`src/rtl/psum_drain_pkg.sv`:
```
// rtl/psum_drain_pkg.sv - shared types, saturation bounds and width helper for the psum drain
package psum_drain_pkg;

    typedef enum logic [2:0] {
        ST_IDLE  = 3'd0,
        ST_ACCUM = 3'd1,
        ST_QUANT = 3'd2,
        ST_OUT   = 3'd3,
        ST_FIN   = 3'd4
    } state_t;

    localparam int SAT_S_MIN = -128;
    localparam int SAT_S_MAX = 127;
    localparam int SAT_U_MAX = 255;

    function automatic int psum_width(input int col_width);
        return 2 * col_width;
    endfunction

endpackage

```
`src/rtl/psum_requant.sv`:
```
// rtl/psum_requant.sv - combinational requantizer: arithmetic shift, optional ReLU, 8-bit saturation
module psum_requant
    import psum_drain_pkg::*;
#(
    parameter int ACC_WIDTH = 32
) (
    input  logic signed [ACC_WIDTH-1:0] i_acc,
    input  logic [3:0]                  i_shift,
    input  logic                        i_signed_out,
    input  logic                        i_relu,
    output logic [7:0]                  o_data
);

    localparam logic signed [ACC_WIDTH-1:0] L_S_MIN = ACC_WIDTH'(SAT_S_MIN);
    localparam logic signed [ACC_WIDTH-1:0] L_S_MAX = ACC_WIDTH'(SAT_S_MAX);
    localparam logic signed [ACC_WIDTH-1:0] L_U_MAX = ACC_WIDTH'(SAT_U_MAX);

    logic signed [ACC_WIDTH-1:0] w_shifted;
    logic signed [ACC_WIDTH-1:0] w_clamped;
    logic [7:0]                  w_sat;

    // Shift, clamp negatives when ReLU is on, then saturate against the full-width value
    always_comb begin
        w_shifted = i_acc >>> i_shift;
        w_clamped = w_shifted;
        if (i_relu && w_shifted[ACC_WIDTH-1]) begin
            w_clamped = '0;
        end
        if (i_signed_out) begin
            if (w_clamped < L_S_MIN) begin
                w_sat = L_S_MIN[7:0];
            end else if (w_clamped > L_S_MAX) begin
                w_sat = L_S_MAX[7:0];
            end else begin
                w_sat = w_clamped[7:0];
            end
        end else begin
            if (w_clamped[ACC_WIDTH-1]) begin
                w_sat = 8'd0;
            end else if (w_clamped > L_U_MAX) begin
                w_sat = L_U_MAX[7:0];
            end else begin
                w_sat = w_clamped[7:0];
            end
        end
    end

    assign o_data = w_sat;

endmodule

```
`src/rtl/psum_drain.sv`:
```
// rtl/psum_drain.sv - column-bottom psum accumulator with requantized valid/ready output
module psum_drain
    import psum_drain_pkg::*;
#(
    parameter int COL_WIDTH = 11,
    parameter int ACC_WIDTH = 32
) (
    input  logic                         i_clk,
    input  logic                         i_reset,
    input  logic                         i_start,
    input  logic [7:0]                   i_cfg_passes,
    input  logic [15:0]                  i_cfg_outputs,
    input  logic [3:0]                   i_cfg_shift,
    input  logic                         i_cfg_signed_out,
    input  logic                         i_cfg_relu,
    input  logic                         i_psum_valid,
    input  logic [2*COL_WIDTH-1:0]       i_psum_in,
    output logic                         o_psum_ready,
    output logic                         o_out_valid,
    output logic [7:0]                   o_out_data,
    input  logic                         i_out_ready,
    output logic                         o_busy,
    output logic                         o_done
);

    localparam int PSUM_W = psum_width(COL_WIDTH);

    state_t                    r_state;
    state_t                    w_next;
    logic signed [ACC_WIDTH-1:0] r_acc;
    logic [7:0]                r_pass_cnt;
    logic [15:0]               r_out_cnt;
    logic [7:0]                r_passes;
    logic [15:0]               r_outputs;
    logic [3:0]                r_shift;
    logic                      r_signed_out;
    logic                      r_relu;
    logic [7:0]                r_out_data;

    logic                      w_accept;
    logic                      w_last_pass;
    logic                      w_out_hs;
    logic                      w_last_out;
    logic [7:0]                w_quant;
    logic signed [ACC_WIDTH-1:0] w_psum_ext;

    assign w_accept    = i_psum_valid && (r_state == ST_ACCUM);
    assign w_last_pass = (r_pass_cnt == r_passes - 8'd1);
    assign w_out_hs    = i_out_ready && (r_state == ST_OUT);
    assign w_last_out  = (r_out_cnt == r_outputs - 16'd1);
    assign w_psum_ext  = {{(ACC_WIDTH-PSUM_W){i_psum_in[PSUM_W-1]}}, i_psum_in};

    psum_requant #(.ACC_WIDTH(ACC_WIDTH)) u_requant (
        .i_acc        (r_acc),
        .i_shift      (r_shift),
        .i_signed_out (r_signed_out),
        .i_relu       (r_relu),
        .o_data       (w_quant)
    );

    // State register; reset aborts any job without a done pulse
    always_ff @(posedge i_clk) begin
        if (i_reset) begin
            r_state <= ST_IDLE;
        end else begin
            r_state <= w_next;
        end
    end

    // Next-state logic; start is only honoured from IDLE
    always_comb begin
        w_next = r_state;
        case (r_state)
            ST_IDLE:  if (i_start) w_next = (i_cfg_outputs == 16'd0) ? ST_FIN : ST_ACCUM;
            ST_ACCUM: if (w_accept && w_last_pass) w_next = ST_QUANT;
            ST_QUANT: w_next = ST_OUT;
            ST_OUT:   if (w_out_hs) w_next = w_last_out ? ST_FIN : ST_ACCUM;
            ST_FIN:   w_next = ST_IDLE;
            default:  w_next = ST_IDLE;
        endcase
    end

    // Outputs decoded purely from the registered state
    always_comb begin
        o_psum_ready = (r_state == ST_ACCUM);
        o_out_valid  = (r_state == ST_OUT);
        o_busy       = (r_state != ST_IDLE);
        o_done       = (r_state == ST_FIN);
    end

    // Datapath: config latch, accumulation, requantized result capture and counters
    always_ff @(posedge i_clk) begin
        if (i_reset) begin
            r_acc        <= '0;
            r_pass_cnt   <= '0;
            r_out_cnt    <= '0;
            r_passes     <= 8'd1;
            r_outputs    <= '0;
            r_shift      <= '0;
            r_signed_out <= 1'b0;
            r_relu       <= 1'b0;
            r_out_data   <= '0;
        end else begin
            case (r_state)
                ST_IDLE: begin
                    if (i_start) begin
                        r_passes     <= (i_cfg_passes == 8'd0) ? 8'd1 : i_cfg_passes;
                        r_outputs    <= i_cfg_outputs;
                        r_shift      <= i_cfg_shift;
                        r_signed_out <= i_cfg_signed_out;
                        r_relu       <= i_cfg_relu;
                        r_acc        <= '0;
                        r_pass_cnt   <= '0;
                        r_out_cnt    <= '0;
                    end
                end
                ST_ACCUM: begin
                    if (w_accept) begin
                        r_acc      <= r_acc + w_psum_ext;
                        r_pass_cnt <= r_pass_cnt + 8'd1;
                    end
                end
                ST_QUANT: begin
                    r_out_data <= w_quant;
                    r_acc      <= '0;
                    r_pass_cnt <= '0;
                end
                ST_OUT: begin
                    if (w_out_hs) begin
                        r_out_cnt <= r_out_cnt + 16'd1;
                    end
                end
                default: ;
            endcase
        end
    end

    assign o_out_data = r_out_data;

endmodule

```
`config.mk`:
```
export PLATFORM = sky130hd
export DESIGN_NAME = psum_drain
export DESIGN_NICKNAME = d
export VERILOG_FILES = /design/src/rtl/psum_drain_pkg.sv /design/src/rtl/psum_requant.sv /design/src/rtl/psum_drain.sv
export SDC_FILE = /design/constraint.sdc
export NUM_CORES = 1
export LEC_CHECK = 0
export ABC_AREA = 1
export CAP_MARGIN = 0
export CORE_UTILIZATION = 59
export CTS_CLUSTER_DIAMETER = 30
export DETAILED_ROUTE_END_ITERATION = 6
export PLACE_DENSITY = 0.79
export SLEW_MARGIN = 0
export SYNTH_ARGS = -nofsm -noshare
export SYNTH_HDL_FRONTEND = slang
export SYNTH_SLANG_ARGS = --single-unit
```
`constraint.sdc`:
```
create_clock -name i_clk -period 2.8 [get_ports i_clk]
set_clock_uncertainty 0.15 [all_clocks]
set_input_delay 0.42 -clock i_clk [delete_from_list [all_inputs] [get_ports i_clk]]
set_output_delay 0.42 -clock i_clk [all_outputs]
set_load 0.05 [all_outputs]
```
==> results.cfg <==
[timing]
setup_violations = 0
relSlewSlack_pct = 16.5
final.setup.worst_slack_ns = 0.104
fin_crit_ns = 2.70
fmaxAchievable_ghz = 0.371
period_share_pct = 96.3
maxSlewViolCount = 0
setup_tns_ns = 0
finalHoldViolCount = 0
holdWs_ns = 0.339
tightest_slew_ns = 1.25

[die]
dieWidth_microns = 118
boundaryPins = 69
die_area_sq_um = 13800
rows = 41
core_sq_um = 12800
die_y_microns = 118
start_util_pct = 61.4

[drt]
wl_mm = 22.8
postRouteAntennaNets = 0
wl_per_cell_microns = 14.7
first_pass_iters = 5
drt-initial-drc-count = 688
routed_via_density = 5.70
route.detailed.drc = 0
num_vias = 8866

[critical_path]
end_kind = flip-flop
worstSetupStartpointType = primary input
arrival_ns = 2.84
path_max_fanout = 4
crit_start = i_psum_in[12]
crit_type = in2reg
rr_startpoint = r_acc[12]
cp_slowest_cell = clkdlybuf4s50_1
cp_cell_sequence = clkdlybuf4s50_1, ha_1, a21oi_1, o21ai_0, a21oi_1, nand3_1, nand2_1, o211ai_1, a21oi_1, nor2_1, nor2_1, nand2_1, a21oi_1
crit_required_ns = 2.94
critPathMostFrequentCell = a21oi_1
critPathMaxStageDelay_ns = 0.40

[yosys]
synth-edff-count = 0
syn_avg_cell_area_sq_um = 6.19
ys.warnings.count = 0
synthCells = 1273
synth_ff_type = dfxtp_1
syn_area_sq_um = 7880
yosys.area.top_type = dfxtp_1
synthDistinctLibCells = 51
synthArstFlopShare_pct = 0
synth_seq_cells = 97
syn-num-nets = 1366
netlist_top_cells_area = dfxtp_1, nand2_1, nand3_1, a21oi_1, ha_1
seq_area_frac_synth_pct = 24.6
netlist.area_leader.share_pct = 24.6

[power]
p_leak_nw = 4.20
p_sw_share_pct = 44.7
powerDensity_nw_per_um2 = 663
p_int_w = 0.00346
seq_power_share_pct = 28.0
worst_ir_drop_vdd_mv = 0.568
clkPwrFrac_pct = 21.3
switchingPower_w = 0.00280
combPwrFrac_pct = 50.7

[clock_network]
holdBufCountCts = 0
path_clk_slew_ns = 0.07
cts_buffer_depth = 2
insertion_delay_ns = 0.36
cts_buffers = 9
htree_levels = 3
clock-root-buffer = clkbuf_16
post_cts_buffers = 0
clock-sinks = 97
cts_tree = yes

[grt]
grt_pass1_wl_mm = 37.9
grt_antenna_before_repair = 1
grt_use_total_pct = 33.1
grt-ovfl-total = 0
grt_max_degree = 39
grt_pass1_vias = 7979

[cells_and_area]
drive_gt1_share_pct = 9.26
final_cell_mix = nand2_1, nand3_1, a21oi_1, inv_1, dfxtp_1
finalNetCount = 1471
synthToLayoutAreaGrowth_pct = 19.9
fin_util_pct = 73.7
antenna_cells = 0
mostFrequentLayoutCell = nand2_1

[min_path]
hp-class = reg2reg
worstHoldStart = r_out_cnt[15]

[run_status]
outcome = finished clean

[placed_design]
gp_congestion = 0.949
portBuffers = 68
pre_cts_ws_ns = -0.236
detailed_place_hpwl_mm = 17.1

[job]
cap_violations = 0
-- state kept, by name, indices dropped and copies added (netlist names) --
| register | cells |
|---|---|
| r_state | 3 |
| r_relu | 1 |
| r_pass_cnt | 8 |
| r_acc | 32 |
| r_outputs | 16 |
| r_signed_out | 1 |
| r_passes | 8 |
| o_out_data | 8 |
| r_shift | 4 |
| r_out_cnt | 16 |
-- cell usage after synthesis (4+ instances only) --
cell type and number:
a21o_1 5, a21oi_1 116, a22o_1 6, buf_2 14, clkbuf_1 27, dfxtp_1 97
ha_1 35, inv_1 97, inv_2 9, mux2i_1 4, nand2_1 352, nand2_2 6
nand2_4 4, nand3_1 169, nand4_1 12, nor2_1 86, nor2_4 4, nor3_1 19
nor3b_1 6, nor4_1 11, o211ai_1 16, o21a_1 12, o21ai_0 81, o21ai_1 7
o21bai_1 5, xnor2_1 10, xor2_1 27
-- cell families (layout without fill, tap and decap cells) --
family	after synthesis	in the layout	share of synthesized area, %
compound gates	261	261	18.6
buf+inv	153	263	7.84
xor+xnor	37	37	4.11
fa+ha+maj	36	36	5.81
mux	4	4	0.508
simple gates	685	685	38.5
flops	97	97	24.6
-- worst max-delay path, delay by kind of cell --
kind | cells | cell delay (ns)
buffers and inverters | 1 | 0.40
and+or+nand+nor | 5 | 0.48
adders and majority gates | 1 | 0.35
AOI/OAI and AO/OA | 6 | 1.17
-- final cells by class --
cell class	instances	area (sq um)
clock buffer	11	243
multi-input combinational	1023	5340
fill	1128	3380
sequential	97	1940
clock inverter	5	70.1
tap	172	215
timing repair buffer	140	1240
inverter	107	404
-- per-stage QoR --
step,std cells,cell area (sq um),power [W]
6_report,1555,9450,0.00626
5_1_grt,1555,9450,0.00671
4_1_cts,1555,9420,0.00619
3_5_place_dp,1539,9100,0.00486
3_3_place_gp,1539,9100,0.00481
2_1_floorplan,1273,7880,0.00395
-- final timing paths --
path	end	slack, ns	cells after the start
worst min register to register	r_out_cnt[15]	0.34	1
worst max-delay path	r_acc[29]	0.10	13
worst max register to register	r_acc[29]	0.16	12
worst min-delay path	r_out_cnt[15]	0.34	1
-- power by group through the flow --
stage / sequential [W] / clock [W] / combinational [W]
3_5_place_dp: 0.00178 / 0 / 0.00308
4_1_cts: 0.00175 / 0.00133 / 0.00312
6_report: 0.00175 / 0.00133 / 0.00317
2_1_floorplan: 0.00180 / 0 / 0.00215
3_3_place_gp: 0.00177 / 0 / 0.00304
5_1_grt: 0.00177 / 0.00139 / 0.00355
-- layer usage --
layer	track usage [%]	vias to the layer above	share of wire, %
met4	7.53	0	1.3
met3	4.55	30	7.5
met2	51.2	304	43
li1	-	4513	-
met1	48.3	4019	48
met5	0	-	0
-- repair_timing --
item / CTS / global route
setup endpoints to repair: 0 / 11
hold endpoints to repair: 0 / 0
gates resized for setup: 0 / 9
Power figures use the tool's default switching activity.
